File: src/rtl/tff_bank_if.sv
// tff_bank_if: control/status bundle for one tff_bank.
//   master: drives en, mode, t, d, up; observes q, q_n, chg, tc
//   slave : the bank itself
interface tff_bank_if #(
  parameter int WIDTH = 8
);
  logic             en;
  logic [1:0]       mode;
  logic [WIDTH-1:0] t;
  logic [WIDTH-1:0] d;
  logic             up;
  logic [WIDTH-1:0] q;
  logic [WIDTH-1:0] q_n;
  logic [WIDTH-1:0] chg;
  logic             tc;

  modport master (output en, mode, t, d, up, input  q, q_n, chg, tc);
  modport slave  (input  en, mode, t, d, up, output q, q_n, chg, tc);
endinterface

File: src/rtl/tff_bank.sv
// tff_bank: WIDTH T flip-flops with hold / masked toggle / load / up-down count.
//   clk      : clock, all state updates on posedge
//   rst      : asynchronous active-high reset (q=RESET_VAL, chg=0, tc=0)
//   bus.en   : clock enable; 0 holds q and clears chg/tc on the edge
//   bus.mode : 00 hold, 01 toggle by t, 10 load d, 11 count
//   bus.t/d  : toggle mask / load data
//   bus.up   : count direction (1 up, 0 down)
//   bus.q    : state, bus.q_n = ~q (combinational)
//   bus.chg  : bits that flipped on the last edge (registered)
//   bus.tc   : count sitting at terminal value (registered)
//
// Every mode is reduced to a per-bit toggle vector, so the storage is a plain
// array of T cells; load becomes "toggle the bits where q differs from d".

module tff_cell #(
  parameter logic RST_VAL = 1'b0
) (
  input  logic clk,
  input  logic rst,
  input  logic t_i,
  output logic q_o
);
  logic q_q;

  always_ff @(posedge clk or posedge rst) begin
    if (rst)      q_q <= RST_VAL;
    else if (t_i) q_q <= ~q_q;
  end

  assign q_o = q_q;
endmodule

module tff_bank #(
  parameter int               WIDTH      = 8,
  parameter logic [WIDTH-1:0] RESET_VAL  = '0,
  parameter bit               COUNT_WRAP = 1'b1
) (
  input  logic         clk,
  input  logic         rst,
  tff_bank_if.slave    bus
);
  logic [WIDTH-1:0] q;
  logic [WIDTH-1:0] tog_d;
  logic [WIDTH-1:0] q_next;
  logic [WIDTH-1:0] ones_pre;   // ones_pre[i]  = &q[i-1:0], bit 0 is vacuously 1
  logic [WIDTH-1:0] zeros_pre;  // zeros_pre[i] = ~|q[i-1:0]
  logic             at_term;
  logic [WIDTH-1:0] chg_q;
  logic             tc_q;
  logic             tc_d;

  // Ripple prefix chains: the classic chained-T counter carry/borrow.
  assign ones_pre[0]  = 1'b1;
  assign zeros_pre[0] = 1'b1;
  for (genvar i = 1; i < WIDTH; i++) begin : g_pre
    assign ones_pre[i]  = ones_pre[i-1]  &  q[i-1];
    assign zeros_pre[i] = zeros_pre[i-1] & ~q[i-1];
  end

  // TERM tracks the current direction, so up may change on any cycle.
  assign at_term = bus.up ? (ones_pre[WIDTH-1]  &  q[WIDTH-1])
                          : (zeros_pre[WIDTH-1] & ~q[WIDTH-1]);

  always_comb begin
    tog_d = '0;
    if (bus.en) begin
      unique case (bus.mode)
        2'b00: tog_d = '0;
        2'b01: tog_d = bus.t;
        2'b10: tog_d = q ^ bus.d;
        2'b11: begin
          // At TERM the prefix is all ones, so every bit toggles: that is
          // the wrap. Saturation simply suppresses the toggle.
          if (!COUNT_WRAP && at_term) tog_d = '0;
          else                        tog_d = bus.up ? ones_pre : zeros_pre;
        end
        default: tog_d = '0;
      endcase
    end
  end

  assign q_next = q ^ tog_d;
  assign tc_d   = bus.en && (bus.mode == 2'b11) && (q_next == {WIDTH{bus.up}});

  for (genvar i = 0; i < WIDTH; i++) begin : g_cell
    tff_cell #(.RST_VAL(RESET_VAL[i])) u_cell (
      .clk (clk),
      .rst (rst),
      .t_i (tog_d[i]),
      .q_o (q[i])
    );
  end

  // q ^ q_next is exactly the toggle vector; it is zero whenever en=0.
  always_ff @(posedge clk or posedge rst) begin
    if (rst) begin
      chg_q <= '0;
      tc_q  <= 1'b0;
    end else begin
      chg_q <= tog_d;
      tc_q  <= tc_d;
    end
  end

  assign bus.q   = q;
  assign bus.q_n = ~q;
  assign bus.chg = chg_q;
  assign bus.tc  = tc_q;
endmodule

File: src/flat_wrapper.sv
// flat-port wrapper written by rule: the top's interface ports become plain ports
module tff_bank_flat 
#(
  parameter int               WIDTH      = 8,
  parameter logic [WIDTH-1:0] RESET_VAL  = '0,
  parameter bit               COUNT_WRAP = 1'b1
)
  (clk, rst, bus_en, bus_mode, bus_t, bus_d, bus_up, bus_q, bus_q_n, bus_chg, bus_tc);
  tff_bank_if #(.WIDTH(WIDTH)) bus_i ();
  input  logic clk;
  input  logic rst;
  input wire logic [$bits(bus_i.en)-1:0] bus_en;
  input wire logic [$bits(bus_i.mode)-1:0] bus_mode;
  input wire logic [$bits(bus_i.t)-1:0] bus_t;
  input wire logic [$bits(bus_i.d)-1:0] bus_d;
  input wire logic [$bits(bus_i.up)-1:0] bus_up;
  output wire logic [$bits(bus_i.q)-1:0] bus_q;
  output wire logic [$bits(bus_i.q_n)-1:0] bus_q_n;
  output wire logic [$bits(bus_i.chg)-1:0] bus_chg;
  output wire logic [$bits(bus_i.tc)-1:0] bus_tc;
  assign bus_i.en = bus_en;
  assign bus_i.mode = bus_mode;
  assign bus_i.t = bus_t;
  assign bus_i.d = bus_d;
  assign bus_i.up = bus_up;
  assign bus_q = bus_i.q;
  assign bus_q_n = bus_i.q_n;
  assign bus_chg = bus_i.chg;
  assign bus_tc = bus_i.tc;
  tff_bank #(.WIDTH(WIDTH), .RESET_VAL(RESET_VAL), .COUNT_WRAP(COUNT_WRAP)) u_core (.clk(clk), .rst(rst), .bus(bus_i));
endmodule
File: config.mk
export PLATFORM = sky130hd
export DESIGN_NAME = tff_bank_flat
export DESIGN_NICKNAME = d
export VERILOG_FILES = /design/src/rtl/tff_bank_if.sv /design/src/rtl/tff_bank.sv /design/src/flat_wrapper.sv
export SDC_FILE = /design/constraint.sdc
export NUM_CORES = 1
export LEC_CHECK = 0
export ABC_AREA = 0
export BUFFER_PORTS_ARGS = -buffer_cell sky130_fd_sc_hd__buf_2
export CAP_MARGIN = 20
export CORE_UTILIZATION = 49
export DETAILED_ROUTE_END_ITERATION = 7
export MAX_ROUTING_LAYER = met4
export PLACE_DENSITY = 0.9
export SLEW_MARGIN = 5
export SYNTH_ARGS = -nofsm -noshare
export SYNTH_HDL_FRONTEND = slang
export SYNTH_HIERARCHICAL = 1
export SYNTH_SLANG_ARGS = --single-unit
File: constraint.sdc
create_clock -name clk -period 2.75 [get_ports clk]
set_clock_uncertainty 0.1 [all_clocks]
set_input_delay 0.1375 -clock clk [delete_from_list [all_inputs] [get_ports clk]]
set_output_delay 0.1375 -clock clk [all_outputs]
set_load 0.1 [all_outputs]
**Word level (Yosys, flattened, before mapping)**

Index checks and enable logic that the tools add are counted.

- Eq/ne operators: 4
- Mux-type cells: 3
- Bitwise gates (word level): 23
- Reductions and logical operators: 3

Operators by type and width:

| kind | count |
|---|---|
| case mux 8 bit (4 select lines) | 1 |
| 2-to-1 mux 8 bit | 2 |
| bitwise XOR 8 bit | 2 |
| AND 1 bit | 12 |
| == test 8 bit | 1 |
| NOT 1 bit | 8 |
| NOT 8 bit | 1 |
| == test 2 bit (second input constant) | 2 |
| == test 2 x 1 -> 1 bit (second input constant) | 1 |
| logical AND 1 bit | 2 |
| zero test 2 bit | 1 |

- Bits in registers: 17
- Bits of input ports: 22
- Output and inout bits: 25

**Depth between registers and ports, before layout**

Gate-level depths: netlist of run 1.

- Depth in word-level cells: 13
- Mapped depth: 8

**By module**

The synthesis of run 1 kept the hierarchy.

By module, submodules not included:

| module | instances | cells an instance | area each (sq um) | seq. area each (sq um) |
|---|---|---|---|---|
| tff_bank | 1 | 126 | 965.9 | 225.2 |
| tff_cell | 8 | 3 | 37.5 | 25.0 |

**Worst setup path after synthesis of run 1**

OpenSTA, ideal clock, no wires.

- Path type: reg-to-reg
- From: register u_core.g_cell[3].u_cell.q_q
- To: register u_core.tc_q (netlist: u_core/bus.tc)
- Library setup time: 66 ps
- Arrival: 3376 ps
- Slack: -792 ps
- Stages on the path, launching flop included: 7
- Path buffers: 0
- Cells stage by stage: dfrtp_1 inv_1 or4_1 a31oi_4 xnor2_1 a2111o_1 o2bb2a_1

RTL lines:

| what | line | text |
|---|---|---|
| from (decl) | tff_bank.sv:23 | `logic q_q;` |
| from (signal assigned) | tff_bank.sv:27 | `else if (t_i) q_q <= ~q_q;` |
| NOT 1 bit | tff_bank.sv:57 | `assign zeros_pre[i] = zeros_pre[i-1] & ~q[i-1];` |
| AND 1 bit (3 in a row) | tff_bank.sv:57 |  |
| 2-to-1 mux 8 bit * | tff_bank.sv:75 | `else tog_d = bus.up ? ones_pre : zeros_pre;` |
| case mux 8 bit (4 select lines) * | tff_bank.sv:67 | `unique case (bus.mode)` |
| 2-to-1 mux 8 bit * | tff_bank.sv:66 | `if (bus.en) begin` |
| net u_core.tog_d[6] | tff_bank.sv:43 | `logic [WIDTH-1:0] tog_d;` |
| bitwise XOR 8 bit * | tff_bank.sv:82 | `assign q_next = q ^ tog_d;` |
| == test 8 bit * | tff_bank.sv:83 | `assign tc_d = bus.en && (bus.mode == 2'b11) && (q_next == {WIDTH{bus.up}});` |
| logical AND 1 bit * | tff_bank.sv:83 |  |
| net u_core.tc_d | tff_bank.sv:50 | `logic tc_d;` |
| to (signal assigned) | tff_bank.sv:101 | `tc_q <= tc_d;` |
| to (decl) | tff_bank.sv:49 | `logic tc_q;` |

The timed path passes the listed nets; every way through them passes the cells marked *.
A chain may end at the register's enable or synchronous reset.

**Final worst setup path of run 1**

- From: register u_core.g_cell[1].u_cell.q_q
- To: register u_core.tc_q (netlist: u_core/bus.tc)

RTL lines:

| what | line |
|---|---|
| from (decl) | tff_bank.sv:23 |
| from (signal assigned) | tff_bank.sv:27 |
| NOT 1 bit | tff_bank.sv:57 |
| AND 1 bit (5 in a row) | tff_bank.sv:57 |
| 2-to-1 mux 8 bit * | tff_bank.sv:75 |
| case mux 8 bit (4 select lines) * | tff_bank.sv:67 |
| 2-to-1 mux 8 bit * | tff_bank.sv:66 |
| net u_core.tog_d[6] | tff_bank.sv:43 |
| bitwise XOR 8 bit * | tff_bank.sv:82 |
| == test 8 bit * | tff_bank.sv:83 |
| logical AND 1 bit * | tff_bank.sv:83 |
| net u_core.tc_d | tff_bank.sv:50 |

Marks and branches as above.

==> key figures, run 1 <==
Critical path
  – Worst path top cell family by delay: simple AND/OR/NAND/NOR gates
  – Critical path arrival: 2.73 ns
  – CP peak stage delay: 0.54 ns
  – Buf+Inv Stages, Crit Path: 0
  – CP Cell Sequence: or4_4, or4b_4, a31oi_4, xnor2_1, a2111o_1, o2bb2a_1
  – Max Fanout on Critical Path: 10
  – Crit start category: flip-flop
  – Setup CP Type: flip-flop to flip-flop
  – Worst path slowest cell: dfrtp_4
  – Worst setup EP type: flip-flop
  – Worst endpoint required time: 2.89 ns

Floorplanning
  – Full die area: 2790 sq um
  – Die Ht: 52.8 um
  – Std-Cell Rows: 18
  – Initial core utilization: 0.516
  – Die width: 52.8 um
  – # IOs: 47
  – Floorplan Core Area: 2450 sq um

Place
  – Hpwl dp: 2450 um
  – Placed inst area: 1550 sq um
  – RD Place Congestion: 0.882
  – IO buf count: 46

Job
  – Max-cap viol count: 0

Layout
  – Commonest non-fill, non-tap cells in the layout: 46 x buf_2, 19 x inv_1, 16 x xor2_1, 11 x nand2_1, 11 x dfrtp_1
  – Post-route design area: 1590 sq um
  – Area growth syn-to-layout: 25.4%
  – Fin util: 0.647
  – Layout cells sized above 1: 0.357
  – Commonest non-fill, non-tap cell in the layout: buf_2
  – N_diodes: 0
  – Layout Nets: 219
  – Fillers: 228

Route
  – Vias/cell: 5.65
  – Iteration-0 DRC Markers: 44
  – Final WL: 3270 um
  – DRT Pass-1 Iters: 6
  – Routed Antenna Nets: 0
  – DR WL/cell: 14.5 um
  – Drt drc: 0
  – Detailed-route via count: 1,278

STA
  – Period minus WS final: 2.60 ns
  – Period utilization: 0.944
  – Slew Viols, Final: 0
  – Fmax achieved: 385 MHz
  – Relative slew slack: 0.673
  – Setup TNS: 0 ns
  – Final setup fails: 0
  – Fin. Hold Viols: 0
  – RSZ-0062 raised after global routing: false
  – Worst-Margin Slew: 0.494 ns

Clock tree
  – Root Driver: clkbuf_4
  – Post-CTS Setup Inserts: 0
  – Clock latency on the worst-skew pair: 0.29 ns
  – CTS H-tree lvls: 1
  – Clock buffer count from CTS: 3
  – Maximum clock path buffer count: 2
  – Clock Sinks: 17
  – Clock-pin slew on the worst setup and hold paths: 0.11 ns
  – CTS tree: yes

Logic synthesis
  – Post-Synth Adder-Cell Area: 0
  – Avg Cell Area, Syn: 8.44 sq um
  – Synth async-reset ratio: 1.00
  – Post-synth top area cell: dfrtp_1
  – Compound-cell area share of the yosys netlist: 0.211
  – Synth cell types: 43
  – Mux share of post-synthesis cell area: 0.0168
  – Post-Synth Simple-Gate Area: 0.205
  – Top cell type's share of synthesized area: 0.336
  – Post-synthesis sequential area ratio: 0.336
  – Synth Cell Area: 1270 sq um
  – Main combinational cell family by area after synthesis: compound AO/OA/AOI/OAI gates
  – Mapped Cells: 150
  – Area contributors post-synth: dfrtp_1 34%, xor2_1 11%, inv_1 5.9%
  – Post-Synth XOR/XNOR Area: 0.138
  – Main synth FF type: dfrtp_1
  – Syn nets: 172
  – FF+latch count, synth: 17
  – Number of flops mapped to enable cells by yosys: 0
  – Yosys warnings: 6

Global routing
  – Initial antenna violation count: 0
  – Vias in the first global route: 1,145
  – First-pass GRT wire length: 5220 um
  – GRT Total Usage: 0.263
  – GRT Residual Overflow: 0
  – Largest net degree at the start of global routing: 15

Status
  – Status: finished clean

Worst hold path
  – Worst Hold Class: input pin to flip-flop
path summary, 6_finish.rpt:
kind	from	to	slack (ns)	cells after the start
setup / recovery	u_core/g_cell[1].u_cell/q_o	u_core/bus.tc	0.15	6
hold reg to reg	u_core/g_cell[7].u_cell/q_o	u_core/g_cell[7].u_cell/q_o	0.44	1
setup reg to reg	u_core/g_cell[1].u_cell/q_o	u_core/bus.tc	0.15	6
min in group asynchronous	rst	u_core/g_cell[4].u_cell/q_o	0.21	3
max in group asynchronous	rst	u_core/bus.chg[1]	1.93	3
hold / removal	bus_t[0]	u_core/bus.chg[0]	0.08	3
stage by stage:
step | hold slack (ns) | instances | setup WS (ns)
2_1_floorplan | -0.234 | 150 | -0.0324
3_3_place_gp | -0.0254 | 221 | 0.196
3_5_place_dp | -0.0249 | 221 | 0.151
4_1_cts | 0.0537 | 226 | 0.127
5_1_grt | 0.0717 | 226 | 0.0166
6_report | 0.0760 | 226 | 0.155
cell families after synthesis:
logic type	count (synthesis)
flip-flops	17
XOR/XNOR	20
buffers and inverters	29
AND/OR/NAND/NOR	46
AO/OA/AOI/OAI	36
multiplexers	2
layout make-up:
type | instances | area (sq um) | area share
Sequential cell | 17 | 438 | 0.276
Timing Repair Buffer | 51 | 270 | 0.170
Inverter | 20 | 78.8 | 0.0496
Clock buffer | 4 | 26.3 | 0.0165
Multi-Input combinational cell | 104 | 737 | 0.464
Tap cell | 30 | 37.5 | 0.0236
synth_stat cells (2+ instances only):
library cell and instances:
a21boi_0 3, xnor2_1 4, o21ai_0 5, or3_1 2, clkbuf_1 7, a22o_1 2, or4_1 4, nor4_1 3
xor2_1 16, a311oi_1 2, nor3_1 2, a31o_2 2, nor2_1 8, inv_1 20, a2111oi_0 2, nand4_1 2
dfrtp_1 17, a21oi_1 8, nand3_1 3, nand2_1 11, nand3b_1 2, a31oi_1 3, nor2b_1 2
sequential cells by signal, summed over array words and instances (netlist names):
register                  cells
u_core/bus.tc                 1
u_core/bus.chg                8
u_core/g_cell.u_cell/q_o      8
repair_timing:
item / CTS / global route
endpoints found under the hold margin: 17 / 0
hold buffers: 1 / 0
gates resized for setup: 0 / 2
setup endpoints to repair: 0 / 1
worst register-to-register path: stages (launching register included):
cell and delay, ns:
dfrtp_4 0.54, or4_4 0.53, or4b_4 0.52, a31oi_4 0.24, xnor2_1 0.10, a2111o_1 0.30
o2bb2a_1 0.23
per-layer routing:
layer	up-vias	GRT usage	part of all wire
li1	616	-	-
met1	596	0.341	0.41
met2	64	0.397	0.49
met3	2	0.0638	0.097
met4	0	0.0921	0.0064
met5	-	-	0
Power of run 1 is not shown: default switching activity piles up to over one toggle a cycle in this logic, so the estimate is an artifact.
==> inputs of run 2 (changes only) <==
BUFFER_PORTS_ARGS = -buffer_cell sky130_fd_sc_hd__clkbuf_2   (was -buffer_cell sky130_fd_sc_hd__buf_2)
CTS_CLUSTER_SIZE = 40   (was unset)
==> key figures, run 2 (same netlist as run 1, synthesis figures left out) <==
Floorplanning
  – Std-Cell Rows: 18 (unchanged)
  – Die width: 52.8 um (unchanged)
  – Full die area: 2790 sq um (unchanged)
  – Die Ht: 52.8 um (unchanged)
  – # IOs: 47 (unchanged)
  – Floorplan Core Area: 2450 sq um (unchanged)
  – Initial core utilization: 0.516 (unchanged)

Critical path
  – Max Fanout on Critical Path: 10 (unchanged)
  – Worst endpoint required time: 2.88 ns (was 2.89 ns)
  – CP peak stage delay: 0.54 ns (about the same)
  – Crit start category: flip-flop (unchanged)
  – Reg-to-reg setup timing slack: 0.09 ns (was 0.15 ns)
  – CP Cell Sequence: or4_4, or4_4, a31o_2, a21o_1, a2111oi_1, o2bb2a_1 (was or4_4, or4b_4, a31oi_4, xnor2_1, a2111o_1, o2bb2a_1)
  – Setup CP Type: flip-flop to flip-flop (unchanged)
  – CP dominant cell by count: or4_4
  – Worst setup EP type: flip-flop (unchanged)
  – Critical path arrival: 2.79 ns (was 2.73 ns)
  – Worst path slowest cell: dfrtp_4 (unchanged)

STA
  – Fin. Hold Viols: 0 (unchanged)
  – Worst-Margin Slew: 0.545 ns (was 0.494 ns)
  – Setup ws final: 0.0919 ns (was 0.155 ns)
  – RSZ-0062 raised after global routing: false (unchanged)
  – Period utilization: 0.967 (was 0.944)
  – Relative slew slack: 0.638 (was 0.673)
  – Period minus WS final: 2.66 ns (was 2.60 ns)
  – Final setup fails: 0 (unchanged)
  – Slew Viols, Final: 0 (unchanged)
  – Fmax achieved: 376 MHz (was 385 MHz)

Global routing
  – GRT Residual Overflow: 0 (unchanged)
  – GRT Total Usage: 0.265 (was 0.263)
  – Vias in the first global route: 1,165 (was 1,145)
  – First-pass GRT wire length: 5260 um (was 5220 um)
  – Initial antenna violation count: 0 (unchanged)
  – Largest net degree at the start of global routing: 15 (unchanged)

Layout
  – Footprint of the multi-input gates: 732 sq um (was 737 sq um)
  – Layout cells sized above 1: 0.352 (was 0.357)
  – Commonest non-fill, non-tap cells in the layout: 46 x clkbuf_2, 19 x inv_1, 16 x xor2_1, 11 x nand2_1, 11 x dfrtp_1 (was 46 x buf_2, 19 x inv_1, 16 x xor2_1, 11 x nand2_1, 11 x dfrtp_1)
  – Layout Nets: 219 (unchanged)
  – Reg area: 438 sq um (unchanged)
  – Fillers: 231 (was 228)
  – N_diodes: 0 (unchanged)
  – Area growth syn-to-layout: 25.0% (was 25.4%)
  – Commonest non-fill, non-tap cell in the layout: clkbuf_2 (was buf_2)

Clock tree
  – Clock latency on the worst-skew pair: 0.29 ns (about the same)
  – Clock buffer count from CTS: 3 (unchanged)
  – Clock Sinks: 17 (unchanged)
  – Maximum clock path buffer count: 2 (unchanged)
  – CTS tree: yes (unchanged)
  – Clock-pin slew on the worst setup and hold paths: 0.10 ns (was 0.11 ns)
  – CTS H-tree lvls: 1 (unchanged)
  – Root Driver: clkbuf_4 (unchanged)

Route
  – Detailed-route via count: 1,299 (was 1,278)
  – DRT Pass-1 Iters: 5 (was 6)
  – Vias/cell: 5.75 (was 5.65)
  – Final WL: 3300 um (was 3270 um)
  – Iteration-0 DRC Markers: 71 (was 44)
  – DR WL/cell: 14.6 um (was 14.5 um)
  – Routed Antenna Nets: 0 (unchanged)
  – Drt drc: 0 (unchanged)

Status
  – Status: finished clean (unchanged)

Job
  – Max-cap viol count: 0 (unchanged)

Worst hold path
  – Worst Hold Class: input pin to flip-flop (unchanged)

Place
  – Pre-CTS WS: 0.118 ns (was 0.151 ns)
  – Hpwl dp: 2460 um (was 2450 um)
  – IO buf count: 46 (unchanged)
  – RD Place Congestion: 0.883 (was 0.882)
## run 2: cell types whose count changed in the layout (fill, tap and decap cells not counted), sizes merged
cell / change
buf: -46
clkbuf: +46
## run 2: through the flow
stage / utilization / area [sq um] / cells / hold WS, ns / setup TNS [ns]
finish: 0.645 / 1580 / 226 / 0.0528 / 0
CTS: 0.644 / 1580 / 226 / 0.0266 / 0
global placement: 0.629 / 1550 / 221 / 0.00151 / 0
global route: 0.645 / 1580 / 226 / 0.0645 / 0
floorplan: - / 1290 / 150 / -0.234 / -0.0324
detailed placement: 0.629 / 1550 / 221 / 0.00355 / 0
## run 2: path summary, 6_finish.rpt
kind / start / end / cells after the start
worst max-delay path: u_core/g_cell[1].u_cell/q_o / u_core/bus.tc / 6
worst min-delay path: bus_t[0] / u_core/bus.chg[0] / 3
worst max register to register: u_core/g_cell[1].u_cell/q_o / u_core/bus.tc / 6
worst min register to register: u_core/g_cell[7].u_cell/q_o / u_core/g_cell[7].u_cell/q_o / 1
max in group asynchronous: rst / u_core/bus.chg[7] / 3
min in group asynchronous: rst / u_core/g_cell[4].u_cell/q_o / 3
## run 2: what timing repair did
action,CTS,global route
gates resized for setup,0,1
endpoints found under the setup margin,0,1
setup buffers,0,0
hold buffers,1,0
hold endpoints to repair,17,0
## run 2: layer usage
metal	wire, um	up-vias	GRT usage
met5	0	-	-
met4	20	0	0.0965
met3	341	6	0.0290
met2	1580	79	0.424
met1	1360	592	0.344
li1	-	622	-
## run 2: layout make-up
| type | count | share of cell area |
|---|---|---|
| multi-input cells | 104 | 0.462 |
| inverters | 20 | 0.0498 |
| clock buffers | 4 | 0.0166 |
| well taps | 30 | 0.0237 |
| flip-flops and latches | 17 | 0.277 |
| repair buffers | 51 | 0.171 |
## run 2: critical path, delay by kind of cell (launching register included)
kind	cells	cell delay (ns)
AO/OA/AOI/OAI	4	0.98
flip-flops	1	0.54
AND/OR/NAND/NOR	2	0.99
Power of run 2 is left out for the same reason.
==> inputs of run 3 (changes only) <==
CORE_MARGIN = 8   (was unset)
==> key figures, run 3 (same netlist as run 1, synthesis figures left out) <==
Critical path
  – Reg-to-reg setup timing slack: 0.05 ns (was 0.09 ns)
  – Worst endpoint required time: 2.87 ns (was 2.88 ns)
  – CP dominant cell by count: or4_4 (unchanged)
  – CP peak stage delay: 0.54 ns (about the same)
  – Crit start category: flip-flop (unchanged)
  – Critical path arrival: 2.82 ns (was 2.79 ns)
  – Worst path slowest cell: dfrtp_4 (unchanged)
  – Max Fanout on Critical Path: 10 (unchanged)
  – Worst setup EP type: flip-flop (unchanged)
  – Setup CP Type: flip-flop to flip-flop (unchanged)
  – CP Cell Sequence: or4_4, or4_4, a31o_2, a21o_1, a2111oi_1, o2bb2a_1 (unchanged)

Global routing
  – Largest net degree at the start of global routing: 15 (unchanged)
  – Met1 Use GR: 0.204 (was 0.344)
  – Met2 usage: 0.260 (was 0.424)
  – First-pass GRT wire length: 5700 um (was 5260 um)
  – Met3 Use GR: 0.0302 (was 0.0290)
  – Initial antenna violation count: 0 (unchanged)
  – Vias in the first global route: 1,234 (was 1,165)
  – Gr busiest metal: met2 (unchanged)
  – GRT Residual Overflow: 0 (unchanged)
  – GRT Total Usage: 0.166 (was 0.265)

Layout
  – Layout cells sized above 1: 0.352 (unchanged)
  – Fin util: 0.645 (unchanged)
  – Post-route design area: 1580 sq um (unchanged)
  – Commonest non-fill, non-tap cells in the layout: 46 x clkbuf_2, 19 x inv_1, 16 x xor2_1, 11 x nand2_1, 11 x dfrtp_1 (unchanged)
  – Layout Nets: 219 (unchanged)
  – N_diodes: 0 (unchanged)
  – Fillers: 226 (was 231)
  – Commonest non-fill, non-tap cell in the layout: clkbuf_2 (unchanged)
  – Area growth syn-to-layout: 25.0% (unchanged)

Route
  – Drt drc: 0 (unchanged)
  – DRT Pass-1 Iters: 4 (was 5)
  – Vias/cell: 5.77 (was 5.75)
  – Detailed-route via count: 1,303 (was 1,299)
  – Routed Antenna Nets: 0 (unchanged)
  – DR WL/cell: 15.8 um (was 14.6 um)
  – Final WL: 3580 um (was 3300 um)
  – Iteration-0 DRC Markers: 29 (was 71)

STA
  – Relative slew slack: 0.605 (was 0.638)
  – Period utilization: 0.981 (was 0.967)
  – Period minus WS final: 2.70 ns (was 2.66 ns)
  – Worst-Margin Slew: 0.578 ns (was 0.545 ns)
  – Slew Viols, Final: 0 (unchanged)
  – RSZ-0062 raised after global routing: false (unchanged)
  – Fin. Hold Viols: 0 (unchanged)
  – Fmax achieved: 371 MHz (was 376 MHz)
  – Final setup fails: 0 (unchanged)

Clock tree
  – Maximum clock path buffer count: 2 (unchanged)
  – CTS H-tree lvls: 1 (unchanged)
  – Clock-pin slew on the worst setup and hold paths: 0.10 ns (about the same)
  – Clock latency on the worst-skew pair: 0.29 ns (about the same)
  – Root Driver: clkbuf_4 (unchanged)
  – CTS tree: yes (unchanged)
  – Clock Sinks: 17 (unchanged)
  – Clock buffer count from CTS: 3 (unchanged)

Floorplanning
  – Full die area: 4470 sq um (was 2790 sq um)
  – Die Ht: 66.8 um (was 52.8 um)
  – Initial core utilization: 0.516 (unchanged)
  – Floorplan Core Area: 2450 sq um (unchanged)
  – Std-Cell Rows: 18 (unchanged)
  – # IOs: 47 (unchanged)
  – Die width: 66.8 um (was 52.8 um)

Place
  – RD Place Congestion: 0.909 (was 0.883)
  – Placed inst area: 1550 sq um (unchanged)
  – IO buf count: 46 (unchanged)
  – Hpwl dp: 2820 um (was 2460 um)

Status
  – Status: finished clean (unchanged)

Job
  – Max-cap viol count: 0 (unchanged)

Worst hold path
  – Worst Hold Class: input pin to flip-flop (unchanged)
[run 3: cell counts in the layout (fill, tap and decap cells not counted)]
Identical to the previous run, type by type.
[run 3: critical path: cells and delay by family (launching register included)]
kind | cells | cell delay [ns]
AO/OA/AOI/OAI | 4 | 1.02
flip-flops | 1 | 0.54
AND/OR/NAND/NOR | 2 | 0.98
[run 3: metrics by stage]
| step | cells | hold WS, ns | worst slack [ns] | TNS (ns) |
|---|---|---|---|---|
| global route | 226 | 0.0796 | 0.00768 | 0 |
| finish | 226 | 0.0344 | 0.0516 | 0 |
| floorplan | 150 | -0.234 | -0.0324 | -0.0324 |
| CTS | 226 | 0.0351 | 0.0417 | 0 |
| detailed placement | 221 | 0.00175 | 0.107 | 0 |
| global placement | 221 | 0.00161 | 0.196 | 0 |
[run 3: what timing repair did]
action / in CTS / in global routing
endpoints found under the hold margin: 17 / 0
resized for setup: 0 / 1
hold buffers: 1 / 0
endpoints found under the setup margin: 0 / 1
setup buffers: 0 / 0
[run 3: layout make-up]
cell class | instances | area [sq um] | share of cell area
inverter | 20 | 78.8 | 0.0498
sequential | 17 | 438 | 0.277
clock buffer | 4 | 26.3 | 0.0166
multi-input combinational | 104 | 732 | 0.462
timing repair buffer | 51 | 270 | 0.171
tap | 30 | 37.5 | 0.0237
[run 3: worst paths after layout]
check / from / endpoint / cells past startpoint
max in group asynchronous: rst / u_core/bus.chg[5] / 3
min in group asynchronous: rst / u_core/g_cell[0].u_cell/q_o / 3
worst min register to register: u_core/g_cell[7].u_cell/q_o / u_core/g_cell[7].u_cell/q_o / 1
worst min-delay path: bus_t[0] / u_core/bus.chg[0] / 3
worst max register to register: u_core/g_cell[1].u_cell/q_o / u_core/bus.tc / 6
worst max-delay path: u_core/g_cell[1].u_cell/q_o / u_core/bus.tc / 6
[run 3: metal layers]
layer | wire, um | share of wire
met1 | 1430 | 0.40
met2 | 1720 | 0.48
met3 | 353 | 0.099
met4 | 64 | 0.018
met5 | 0 | 0
Power of run 3 is left out for the same reason.
